File: src/rtl/clkmux_switch_ctrl.sv
// Clock-source switch controller for a glitch-free clock mux.
// Sequences a source change as: ask downstream logic to quiesce, wait for
// its acknowledge (bounded by a timeout), flip the mux select, hold it for a
// settle interval, then release the quiesce request and wait for downstream
// to drop its acknowledge before reporting completion.
module clkmux_switch_ctrl #(
  parameter int SETTLE_CYCLES  = 8,
  parameter int TIMEOUT_CYCLES = 255,
  parameter int CNT_W          = 8
) (
  input  logic clk,
  input  logic reset,
  input  logic sw_req,
  input  logic sw_sel,
  input  logic quiesce_ack,
  output logic cur_sel,
  output logic quiesce_req,
  output logic busy,
  output logic done,
  output logic err
);

  typedef enum logic [1:0] {
    ST_IDLE,
    ST_REQ,
    ST_SWITCH,
    ST_RELEASE
  } state_t;

  // Terminal counter values; the counter starts at 0 on each state entry,
  // so reaching N-1 on an edge means N edges have been spent in the state.
  localparam logic [CNT_W-1:0] TIMEOUT_LAST = CNT_W'(TIMEOUT_CYCLES - 1);
  localparam logic [CNT_W-1:0] SETTLE_LAST  = CNT_W'(SETTLE_CYCLES - 1);
  localparam logic [CNT_W-1:0] CNT_MAX      = {CNT_W{1'b1}};

  state_t           state_q, state_d;
  logic [CNT_W-1:0] cnt_q, cnt_d;
  logic             target_q, target_d;
  logic             cur_sel_q, cur_sel_d;
  logic             qreq_q, qreq_d;
  logic             busy_q, busy_d;
  logic             done_q, done_d;
  logic             err_q, err_d;

  // Counter increment that sticks at all-ones instead of wrapping.
  function automatic logic [CNT_W-1:0] sat_inc(input logic [CNT_W-1:0] v);
    if (v == CNT_MAX) begin
      return v;
    end
    return v + CNT_W'(1);
  endfunction

  // Next-state and next-output decode; done/err default low so they pulse.
  always_comb begin
    state_d   = state_q;
    cnt_d     = cnt_q;
    target_d  = target_q;
    cur_sel_d = cur_sel_q;
    qreq_d    = qreq_q;
    busy_d    = busy_q;
    done_d    = 1'b0;
    err_d     = 1'b0;
    case (state_q)
      ST_IDLE: begin
        if (sw_req) begin
          if (sw_sel == cur_sel_q) begin
            // Already on the requested source: complete without a handshake.
            done_d = 1'b1;
          end else begin
            target_d = sw_sel;
            cnt_d    = '0;
            state_d  = ST_REQ;
            qreq_d   = 1'b1;
            busy_d   = 1'b1;
          end
        end
      end
      ST_REQ: begin
        // Acknowledge wins over a timeout landing on the same edge.
        if (quiesce_ack) begin
          state_d   = ST_SWITCH;
          cur_sel_d = target_q;
          cnt_d     = '0;
        end else if (cnt_q == TIMEOUT_LAST) begin
          state_d = ST_IDLE;
          cnt_d   = '0;
          qreq_d  = 1'b0;
          busy_d  = 1'b0;
          err_d   = 1'b1;
        end else begin
          cnt_d = sat_inc(cnt_q);
        end
      end
      ST_SWITCH: begin
        // quiesce_ack is deliberately not looked at while settling.
        if (cnt_q == SETTLE_LAST) begin
          state_d = ST_RELEASE;
          cnt_d   = '0;
          qreq_d  = 1'b0;
        end else begin
          cnt_d = sat_inc(cnt_q);
        end
      end
      ST_RELEASE: begin
        // No timeout here: downstream must eventually drop its acknowledge.
        if (!quiesce_ack) begin
          state_d = ST_IDLE;
          cnt_d   = '0;
          busy_d  = 1'b0;
          done_d  = 1'b1;
        end
      end
      default: begin
        state_d = ST_IDLE;
        cnt_d   = '0;
        qreq_d  = 1'b0;
        busy_d  = 1'b0;
      end
    endcase
  end

  // State and output registers; reset takes effect without waiting for clk.
  always_ff @(posedge clk or posedge reset) begin
    if (reset) begin
      state_q   <= ST_IDLE;
      cnt_q     <= '0;
      target_q  <= 1'b0;
      cur_sel_q <= 1'b0;
      qreq_q    <= 1'b0;
      busy_q    <= 1'b0;
      done_q    <= 1'b0;
      err_q     <= 1'b0;
    end else begin
      state_q   <= state_d;
      cnt_q     <= cnt_d;
      target_q  <= target_d;
      cur_sel_q <= cur_sel_d;
      qreq_q    <= qreq_d;
      busy_q    <= busy_d;
      done_q    <= done_d;
      err_q     <= err_d;
    end
  end

  assign cur_sel     = cur_sel_q;
  assign quiesce_req = qreq_q;
  assign busy        = busy_q;
  assign done        = done_q;
  assign err         = err_q;

endmodule

File: config.mk
export PLATFORM = sky130hd
export DESIGN_NAME = clkmux_switch_ctrl
export DESIGN_NICKNAME = d
export VERILOG_FILES = /design/src/rtl/clkmux_switch_ctrl.sv
export SDC_FILE = /design/constraint.sdc
export NUM_CORES = 1
export LEC_CHECK = 0
export CORE_UTILIZATION = 52
export CTS_BUF_LIST = sky130_fd_sc_hd__clkbuf_2 sky130_fd_sc_hd__clkbuf_4 sky130_fd_sc_hd__clkbuf_8
export DETAILED_ROUTE_END_ITERATION = 8
export PLACE_DENSITY_LB_ADDON = 0.1
export SETUP_SLACK_MARGIN = 0.05
export SYNTH_ARGS = -nofsm -noshare
export SYNTH_HDL_FRONTEND = slang
export SYNTH_SLANG_ARGS = --single-unit
File: constraint.sdc
create_clock -name clk -period 1.81 [get_ports clk]
set_input_delay 0.2715 -clock clk [delete_from_list [all_inputs] [get_ports clk]]
set_output_delay 0.2715 -clock clk [all_outputs]
set_load 0.02 [all_outputs]
==> Yosys cells after proc, flatten, opt, wreduce, memory -nomap -nowiden <==
Index checks and enable logic that the tools add are counted.
{ "totals": {"reg_bits": 16, "wordCells": 71} }
{ "op_classes": {"add_sub_neg": 1, "eq_ne": 14, "mux": 38, "n_bitwise": 1, "reduce_logical": 9} }
{ "op_table": {"columns": ["operator", "count"], "rows": [
  ["$mux 8", 9],
  ["$pmux 8 s4", 1],
  ["$mux 1", 18],
  ["$eq 8x8->1 const B", 2],
  ["$mux 2", 6],
  ["$ne 2x2->1 const B", 6],
  ["$reduce_and 6->1", 2],
  ["$add 8x1->8 const B", 1],
  ["$eq 8x3->1 const B", 1],
  ["$pmux 2 s4", 1],
  ["$pmux 1 s3", 2],
  ["$reduce_and 3->1", 2],
  ["$reduce_bool 3->1", 2],
  ["$reduce_and 5->1", 1],
  ["$eq 2x2->1 const B", 2],
  ["$ne 3x3->1 const B", 1],
  ["$eq 2x1->1 const B", 1],
  ["$logic_not 2->1", 1],
  ["$pmux 1 s2", 1],
  ["$reduce_and 2->1", 1],
  ["$eq 1x1->1", 1],
  ["$not 1->1", 1]
]} }

==> Logic depth before layout (Yosys ltp) <==
{ "logic_depth": {"word_depth": 9, "mapped_depth": 7, "depth_no_buf": 7} }

==> Least setup slack after synthesis <==
No wires, ideal clock.
{ "synth_path": {"path_kind": "register -> register", "from": "register cnt_q[3]", "to": "register with a tool-made name", "setup_ns": 0.125, "t_arrival_ns": 1.694, "setup_slack_ns": -0.009, "path_stages_with_launch": 6, "period_less_slack_ns": 1.819, "path_cell_list": "dfrtp_1 > or4_4 > o31ai_4 > and2_4 > nand3_2 > mux2_4"} }
{ "synth_rtl": {"columns": ["item", "line", "text"], "rows": [
  ["from (decl)", "37", "logic [CNT_W-1:0] cnt_q, cnt_d;"],
  ["from (signal assigned)", "135", "cnt_q <= cnt_d;"]
]} }

==> metrics.cfg <==
[clock_network]
clockRootBuffer = clkbuf_4
cts_buffers = 3
cts_sinks = 16
clk_pin_slew_ns = 0.10
cts_buffer_depth = 2
htreeDepth = 1
ctsHoldBuffers = 0
cts_tree = yes
clock_latency_ns = 0.29

[grt]
grt_pass1_wl_mm = 3.629
antenna_found_initial = 0
grt_busiest_layer = met2
grt_util_met2 = 0.4174
met3_usage = 0.04400
first_global_vias = 843
grtUsageTotal = 0.2513
grt_max_degree = 17
overflow = 0
grt_use_met1 = 0.2987

[timing]
setup_tns_ns = -0.08667
fmax_ghz = 0.5368
period_share = 1.029
rsz0062_at_grt = yes
min_period_ns = 1.863
fin_worst_skew_ns = 0.004249
slew_headroom = 0.5739
setup-violations-final = 2
tightest_slew_ns = 0.6384
setup_slack_ns = -0.05273
finalMaxSlewViolations = 0
finalHoldViolCount = 0

[placement]
place_area_mm2 = 0.001235
dp_hpwl_mm = 1.583
routabilityCongestion = 0.8093
place.port_buffers = 9

[yosys]
synthCells = 100
synth_edf_count = 0
yosys_warnings = 0
syn_nets = 111
async_flop_share = 1.000
yosysUniqueCellTypes = 34
synth_area_leaders = dfrtp_1 (42%), ha_1 (7.8%), a21oi_1 (7.3%), inv_1 (3.9%), mux2_4 (3.1%)
yosysMostFrequentCell = dfrtp_1
synth.top_cell.area_share = 0.4167
yosysSeqAreaShare = 0.4167
synth_seq_cells = 16
netlist_area_um2 = 960.9
yosysTopAreaCell = dfrtp_1
synth-main-ff-cell = dfrtp_1
syn_avg_cell_area_um2 = 9.609
synthTopCellsByCount = dfrtp_1 (16), a21oi_1 (14), inv_1 (10), ha_1 (6)

[detailed_routing]
drtIter0Drc = 49
finalWirelength_mm = 2.250
routed_via_density = 5.522
route.detailed.drc = 0
vias = 889
wl_per_cell_um = 13.98
firstDrtPassIters = 4
ant_nets = 0

[power_and_ir_drop]
finalPower_mw = 1.788
ir_drop_mv = 1.017
leakage_nw = 0.5908
cellPowerDensity_mw_per_mm2 = 1362

[cells_and_area]
syn_to_final_growth_pct = 36.59
fin_area_mm2 = 0.001313
nNetsFinal = 148
drive_gt1_frac = 0.2941
nFillCells = 138
antenna_cells = 0

[floorplanning]
start_util = 0.5565
core_area_mm2 = 0.001727
die_area_mm2 = 0.002024
core.rowCount = 15
fp.dieW_um = 44.99
io_pins = 10
die_h_um = 44.99

[critical_path]
critPathRequiredTime_ns = 2.00
crit_path_start_kind = flop
path_class = reg -> reg
cp_slowest_cell = or4_4
cp.depth = 5
path_cells = or4_4 -> o31ai_4 -> and2_4 -> nand3_2 -> mux2_4
cp_slowest_stage_delay_ns = 0.55
rr_worst_depth = 5
critPathBufInv = 0
crit_family = simple AND/OR/NAND/NOR gates
crit_arrival_ns = 2.05
crit_fanout = 3
endpoint_kind = flop

[run_status]
status = finished, violations left
violations = negative setup slack

[min_path]
hp-class = in -> async

[run]
drv_cap = 0

## what timing repair did
action / 4_1_cts / 5_1_grt
endpoints found under the setup margin: 5 / 12
buffers inserted: 2 / 1
pin swaps: 1 / 0
resized for setup: 1 / 5
## layout make-up
class | count | area [um^2] | share of cell area
multi-input combinational | 73 | 536.8 | 0.4090
sequential | 16 | 400.4 | 0.3051
timing repair buffer | 33 | 270.3 | 0.2059
inverter | 10 | 37.54 | 0.02860
clock buffer | 4 | 36.28 | 0.02765
tap | 25 | 31.28 | 0.02383
## power by group
part | switching [mW] | leakage (nW) | internal (mW)
logic | 0.497 | 0.356 | 0.552
clock network | 0.124 | 0.0210 | 0.123
registers | 0.0537 | 0.213 | 0.439
total | 0.675 | 0.591 | 1.11
## stage by stage
stage	hold slack [ns]	cells	worst slack, ns	utilization
after global placement	0.4835	154	-0.1560	0.7152
after detailed placement	0.4999	154	-0.2182	0.7152
final	0.3463	161	-0.05273	0.7601
after CTS	0.3643	160	-0.03063	0.7471
after floorplan	0.1852	100	-0.007629	-
after global routing	0.4086	161	-0.09080	0.7601
## worst paths after layout
| check | start | endpoint | slack [ns] |
|---|---|---|---|
| max in group asynchronous | reset | state_q[0]$_DFFE_PP0P_ | 1.05 |
| min in group clk | quiesce_req$_DFFE_PP0P_ | quiesce_req$_DFFE_PP0P_ | 0.51 |
| worst max-delay path | cnt_q[3]$_DFFE_PP0P_ | flop | -0.05 |
| worst min register to register | quiesce_req$_DFFE_PP0P_ | quiesce_req$_DFFE_PP0P_ | 0.51 |
| worst min-delay path | reset | cur_sel$_DFFE_PP0P_ | 0.35 |
| worst max register to register | cnt_q[3]$_DFFE_PP0P_ | flop | -0.05 |
## sequential cells by signal, summed over array words and instances (netlist names), named ones only
signal,cells
target_q,1
quiesce_req,1
state_q,1
cur_sel,1
cnt_q,8
busy,1
err,1
done,1
## logic make-up after synthesis
| group | after synthesis | synth area share |
|---|---|---|
| AOI/OAI and AO/OA | 33 | 0.2266 |
| xor gates and xnor gates | 1 | 0.009116 |
| adders and majority gates | 6 | 0.07812 |
| buffers and inverters | 11 | 0.04427 |
| DFF | 16 | 0.4167 |
| muxes | 4 | 0.05339 |
| and+or+nand+nor | 29 | 0.1719 |
## layout by cell type (no fill, tap or decap), types with 2 or more instances in the layout
cell type	netlist	routed
mux2_4	2	2
a21oi_1	14	14
nand3_1	5	5
nand4_1	2	2
nand2_1	4	4
clkbuf_4	0	3
a41oi_1	2	2
clkdlybuf4s50_1	0	9
o21ai_0	5	3
nand2b_1	2	2
ha_1	6	6
inv_1	10	10
o31ai_1	4	4
dfrtp_1	16	16
buf_4	0	24
o21ai_1	0	2
nor2_1	5	5
o22ai_1	2	2
## layer usage
layer  routed length (um)  vias to the layer above
li1                     -                      437
met3                  104                        8
met2                 1112                       35
met4                   68                        0
met1                  964                      409
met5                    0                        -
Power figures use the tool's default switching activity.
